===== src/rtl/branch_sequencer.sv =====
// Conditional-branch sequencer: drives the datapath strobes that compute
// PC + C and conditionally load PC, beside the main control unit.
module branch_sequencer #(
    parameter logic [4:0] BR_OPCODE = 5'b10010,
    parameter int         CNT_W     = 16
) (
    input  logic             clock,
    input  logic             clear_n,
    input  logic             start,
    input  logic [31:0]      ir,
    input  logic             cond_d,
    input  logic             stall,
    output logic             busy,
    output logic             done,
    output logic             illegal,
    output logic [1:0]       c2,
    output logic             gra,
    output logic             r_out,
    output logic             con_in,
    output logic             pc_out,
    output logic             y_in,
    output logic             c_out,
    output logic             alu_add,
    output logic             z_in,
    output logic             zlow_out,
    output logic             pc_in,
    output logic             con_q,
    output logic [CNT_W-1:0] taken_count
);

    typedef enum logic [2:0] {
        S_IDLE,
        S_EVAL,
        S_ADDR,
        S_ADD,
        S_WB,
        S_FIN
    } state_t;

    state_t           state_q, state_d;
    logic [1:0]       c2_q, c2_d;
    logic             con_d;
    logic             illegal_q, illegal_d;
    logic [CNT_W-1:0] cnt_q, cnt_d;

    // State and datapath-facing registers; clear_n aborts any sequence.
    always_ff @(posedge clock or negedge clear_n) begin
        if (!clear_n) begin
            state_q   <= S_IDLE;
            c2_q      <= 2'b00;
            con_q     <= 1'b0;
            illegal_q <= 1'b0;
            cnt_q     <= '0;
        end else begin
            state_q   <= state_d;
            c2_q      <= c2_d;
            con_q     <= con_d;
            illegal_q <= illegal_d;
            cnt_q     <= cnt_d;
        end
    end

    // Next state: advance one step per unstalled cycle, FIN ignores stall.
    always_comb begin
        state_d   = state_q;
        c2_d      = c2_q;
        con_d     = con_q;
        illegal_d = 1'b0;
        cnt_d     = cnt_q;
        unique case (state_q)
            S_IDLE: begin
                if (start) begin
                    if (ir[31:27] == BR_OPCODE) begin
                        state_d = S_EVAL;
                        c2_d    = ir[20:19];
                    end else begin
                        illegal_d = 1'b1;
                    end
                end
            end
            S_EVAL: begin
                if (!stall) begin
                    state_d = S_ADDR;
                    con_d   = cond_d;
                end
            end
            S_ADDR: begin
                if (!stall) state_d = S_ADD;
            end
            S_ADD: begin
                if (!stall) state_d = S_WB;
            end
            S_WB: begin
                if (!stall) begin
                    state_d = S_FIN;
                    if (con_q && (cnt_q != '1)) begin
                        cnt_d = cnt_q + CNT_W'(1);
                    end
                end
            end
            S_FIN: begin
                state_d = S_IDLE;
            end
            default: begin
                state_d = S_IDLE;
            end
        endcase
    end

    // Moore strobes for the current step, suppressed while stalled.
    always_comb begin
        gra      = 1'b0;
        r_out    = 1'b0;
        con_in   = 1'b0;
        pc_out   = 1'b0;
        y_in     = 1'b0;
        c_out    = 1'b0;
        alu_add  = 1'b0;
        z_in     = 1'b0;
        zlow_out = 1'b0;
        pc_in    = 1'b0;
        done     = 1'b0;
        busy     = (state_q != S_IDLE);
        unique case (state_q)
            S_EVAL: begin
                gra    = ~stall;
                r_out  = ~stall;
                con_in = ~stall;
            end
            S_ADDR: begin
                pc_out = ~stall;
                y_in   = ~stall;
            end
            S_ADD: begin
                c_out   = ~stall;
                alu_add = ~stall;
                z_in    = ~stall;
            end
            S_WB: begin
                zlow_out = ~stall;
                pc_in    = ~stall & con_q;
            end
            S_FIN: begin
                done = 1'b1;
            end
            default: begin
                busy = 1'b0;
            end
        endcase
    end

    assign illegal     = illegal_q;
    assign c2          = c2_q;
    assign taken_count = cnt_q;

endmodule

===== config.mk =====
export PLATFORM = sky130hd
export DESIGN_NAME = branch_sequencer
export DESIGN_NICKNAME = d
export VERILOG_FILES = /design/src/rtl/branch_sequencer.sv
export SDC_FILE = /design/constraint.sdc
export NUM_CORES = 1
export LEC_CHECK = 0
export BUFFER_PORTS_ARGS = -buffer_cell sky130_fd_sc_hd__buf_2
export CAP_MARGIN = 20
export CORE_MARGIN = 2
export CORE_UTILIZATION = 40
export CTS_CLUSTER_SIZE = 40
export DETAILED_ROUTE_END_ITERATION = 16
export PLACE_DENSITY = 0.75
export SKIP_CTS_REPAIR_TIMING = 1
export SYNTH_ARGS = -nofsm -noshare
export SYNTH_HDL_FRONTEND = slang
export SYNTH_SLANG_ARGS = --single-unit

===== constraint.sdc =====
create_clock -name clock -period 3.8 [get_ports clock]
set_input_delay 0.38 -clock clock [delete_from_list [all_inputs] [get_ports clock]]
set_output_delay 0.38 -clock clock [all_outputs]
set_load 0.01 [all_outputs]

# Word-level counts from Yosys, hierarchy flattened
# Index checks and enable logic that the tools add are counted.
[totals] word_cells=46 input_bits=37 reg_bits=23
[op_classes] add_sub_neg=1 n_eq_ne=13 bitwise=2 muxes=17 reduce_logical=8
[ops] operator="3-bit 2-to-1 mux" n=6
[ops] operator="16-bit by 1-bit adder with 16-bit output (second input constant)" n=1
[ops] operator="16-bit inequality test (second input constant)" n=1
[ops] operator="3-bit case mux with 5 select lines" n=1
[ops] operator="2-bit inequality test (second input constant)" n=6
[ops] operator="1-bit 2-to-1 mux" n=10
[ops] operator="3-bit by 2-bit equality test with 1-bit output (second input constant)" n=2
[ops] operator="3-bit equality test (second input constant)" n=2
[ops] operator="3-bit AND reduction" n=2
[ops] operator="6-bit AND reduction" n=1
[ops] operator="5-bit equality test (second input constant)" n=1
[ops] operator="5-bit OR reduction" n=1
[ops] operator="3-bit by 1-bit equality test with 1-bit output (second input constant)" n=1
[ops] operator="3-bit logical NOT" n=1
[ops] operator="3-bit nonzero test" n=1
[ops] operator="2-bit AND reduction" n=1
[ops] operator="1-bit bitwise AND" n=1
[ops] operator="1-bit logical AND" n=1
[ops] operator="1-bit NOT" n=1

# Logic depth before layout (Yosys ltp)
[depth] ltp_word=4 ltp_mapped=6 depth_no_buf=5

# Worst setup path before layout
# No wires, ideal clock.
[synth_timing] path_type="reg2reg" start="reg state_q[1]" end="reg cnt_q[15] (netlist: taken_count[15])" setup_slack_ns=2.004 t_arrival_ns=1.668 setup_ns=0.128 required_ns=3.672 stages_incl_launch_ff=6 cell_sequence="dfrtp_1 -> buf_6 -> nor4b_4 -> nand2_4 -> nor4_1 -> mux2_1"
[synth_between] elab_chain_cells=2
[synth_rtl] item="start: declaration" line="40" text="state_t state_q, state_d;"
[synth_rtl] item="start signal: assignment" line="55" text="state_q <= state_d;"
[synth_rtl] item="3-bit equality test" line="70" text="unique case (state_q)"
[synth_rtl] item="3-bit AND reduction (no source line)"
[synth_rtl] item="end signal: assignment" line="59" text="cnt_q <= cnt_d;"
[synth_rtl] item="end: declaration" line="44" text="logic [CNT_W-1:0] cnt_q, cnt_d;"
# No other way between the ends.
# A chain may end at the register's enable or synchronous reset.

# Final worst setup path
[layout_timing] start="reg state_q[1]" end="out pc_in"
[layout_between] elab_chain_cells=2
[layout_rtl] item="3-bit equality test" line="124" text="unique case (state_q)"
[layout_rtl] item="1-bit 2-to-1 mux" line="124"
[layout_rtl] item="end: declaration" line="26" text="output logic pc_in,"
# No other way between the ends.

==> flow_metrics.py <==
metrics = {
    "route": {
        "drt_first_pass_iters": 5,
        "ant_nets": 0,
        "routed_via_density": 5.28,
        "vias": 1055,
        "drt_wl_total_mm": 2.63,
        "drc_errors": 0,
        "wl_per_cell_um": 13.2,
        "drtIter0Drc": 33,
    },
    "setup_path": {
        "worst_setup_path_end_kind": "output port",
        "critPathArrivalTime_ps": 1680,
        "worstPathCellList": "nor4b_4 > nand2_4 > inv_1 > buf_2",
        "crit_slowest_cell": "dfrtp_1",
        "max_stage_delay_ps": 510,
        "start_kind": "flop",
        "required_ps": 3420,
        "cp_max_fo": 10,
        "critical_path_class": "reg2out",
    },
    "power": {
        "pwr-share-comb": 0.304,
        "sw_frac_of_total": 0.355,
        "power_switching_uw": 232,
        "cellLeakagePower_uw": 0.000800,
        "p_per_area_nw_per_um2": 440,
        "vdd_ir_drop_max_mv": 0.190,
        "p_clk_frac": 0.168,
        "power_frac_seq": 0.528,
        "p_int_uw": 422,
    },
    "yosys": {
        "synthMuxAreaShare": 0.0716,
        "yosysTopAreaCellShare": 0.458,
        "synth_top_cell_by_area": "dfrtp_1",
        "synth_top_family_by_area": "simple AND/OR/NAND/NOR gates",
        "synthesis.nets": 155,
        "ys_warn_count": 0,
        "yosys.area_share.simple": 0.273,
        "synth_fa_ha_area_frac": 0.00995,
        "async_reset_ff_frac": 1.00,
        "ys_seq_elements": 23,
        "syn_inst": 117,
        "avgSynthCellArea_um2": 10.7,
        "synth_edf_count": 0,
        "synth_area_um2": 1260,
        "synth_compound_area_frac": 0.0547,
        "netlist_top_cells_area": "dfrtp_1 46%, xor2_1 5.6%, mux2_2 4.5%",
        "synthXorXnorAreaFrac": 0.0697,
        "yosysSeqAreaShare": 0.458,
        "ys.flop_type": "dfrtp_1",
        "synth_cell_types": 36,
    },
    "cells_and_area": {
        "final_nets": 195,
        "syn2layout_area_growth_pct": 18.1,
        "diodes": 0,
        "layout_commonest_cell": "buf_2",
        "stdcell_count": 200,
        "final_cell_mix": "43 x buf_2, 23 x dfrtp_1, 8 x nor2_1, 8 x xor2_1, 8 x nand3_1",
        "final_layout_size_suffix_gt1_frac": 0.359,
        "final_core_util": 0.490,
    },
    "sta": {
        "setup_ws_ps": 1740,
        "max_slew_margin": 0.656,
        "rsz0062_at_grt": "false",
        "setup_violations": 0,
        "fin_crit_sh": 0.541,
        "clock_skew_ps": 3.68,
        "drv_slew": 0,
        "period_needed_ps": 2060,
        "fmax_ghz": 0.486,
        "tns_ps": 0,
        "worst_pin_slew_ps": 516,
        "hold_violations": 0,
    },
    "clock_network": {
        "cts_tree": "done",
        "h-tree-depth": 1,
        "clockBufferDepth": 2,
        "clock_sinks": 23,
        "worst_skew_pair.late_latency_ps": 300,
        "clk_pin_slew_ps": 120,
        "cts_buffers": 3,
        "clockRootBuffer": "clkbuf_4",
    },
    "floorplanning": {
        "initial_utilization": 0.415,
        "die_x_um": 60.1,
        "chipHeight_um": 60.1,
        "die_area_um2": 3610,
        "core_area_um2": 3030,
        "io_pins": 69,
        "rows": 20,
    },
    "outcome": {
        "status": "completed",
    },
    "placement": {
        "numPlacedInstances": 196,
        "port_buffers": 43,
        "post-place-ws_ps": 1930,
        "place_congestion": 0.858,
        "dp_hpwl_mm": 1.97,
    },
    "hold_path": {
        "min_path_type": "in2async",
    },
    "global_route": {
        "grt_pass1_wl_mm": 4.33,
        "antenna_found_initial": 0,
        "grt_max_degree": 24,
        "grt_pass1_vias": 996,
        "grt.overflow.total": 0,
        "grt_use_total": 0.154,
    },
    "run": {
        "max_cap_violations": 0,
    },
}
==> cell usage after synthesis (2+ instances only) <==
cell type  count
xnor2_1        2
nand2b_1       2
nand4_1        4
nor4_1         7
nand3_1        8
mux2_1         3
buf_4          5
xor2_1         8
nor3_1         6
nand2_1        6
dfrtp_1       23
and3_1         3
mux2_2         5
a31oi_1        2
inv_1          3
nor2_1         8
a21oi_1        3
==> logic make-up (layout without fill, tap and decap cells) <==
kind of cell | count (synthesis) | count (layout)
compound gates | 10 | 10
xor+xnor | 10 | 10
fa+ha+maj | 1 | 1
buf+inv | 11 | 50
flops | 23 | 23
mux | 8 | 8
simple gates | 54 | 54
==> power groups by stage <==
stage               Clock, uW  Combinational, uW  Sequential [uW]
finish                    110                199              345
global placement            0                197              344
global route              127                222              353
floorplan                   0                186              326
detailed placement          0                202              349
CTS                       119                203              345
==> critical path, delay by kind of cell (launching register included) <==
kind          cells  cell delay [ps]
flops             1              510
buf+inv           2              270
simple gates      2              580
==> worst paths after layout <==
| kind | cells after the start | to | start | slack, ps |
|---|---|---|---|---|
| min in group clock | 2 | illegal | ir[31] | 250 |
| worst min register to register | 1 | c2[0] | c2[0] | 520 |
| max in group asynchronous | 1 | taken_count[10] | clear_n | 3420 |
| worst max register to register | 4 | taken_count[11] | state_q[1] | 1910 |
| worst max-delay path | 4 | pc_in | state_q[1] | 1740 |
| worst min-delay path | 1 | state_q[1] | clear_n | 30 |
==> cell type report <==
class	count	area [um^2]
sequential	23	576
fill	289	1540
tap	44	55.1
clock buffer	4	26.3
timing repair buffer	43	215
inverter	3	11.3
multi-input combinational	83	602
==> per-layer routing <==
metal  track usage  part of all wire  vias up
met5             0                 0        -
met4        0.0317            0.0049        0
met3        0.0238             0.059        4
met2         0.261              0.44       49
met1         0.209              0.49      498
li1              -                 -      504
==> flip-flops by register name, summed over array words and instances, names as in the netlist <==
| register | cells |
|---|---|
| c2 | 2 |
| state_q | 3 |
| illegal | 1 |
| con_q | 1 |
| taken_count | 16 |
==> through the flow <==
| stage | cell area [um^2] | power (uW) | hold slack, ps |
|---|---|---|---|
| detailed placement | 1460 | 552 | 390 |
| floorplan | 1260 | 512 | 84.4 |
| finish | 1490 | 654 | 31.7 |
| global route | 1490 | 701 | 57.0 |
| CTS | 1490 | 667 | 38.0 |
| global placement | 1460 | 541 | 374 |
No activity file was read; power rests on OpenSTA's default activity.
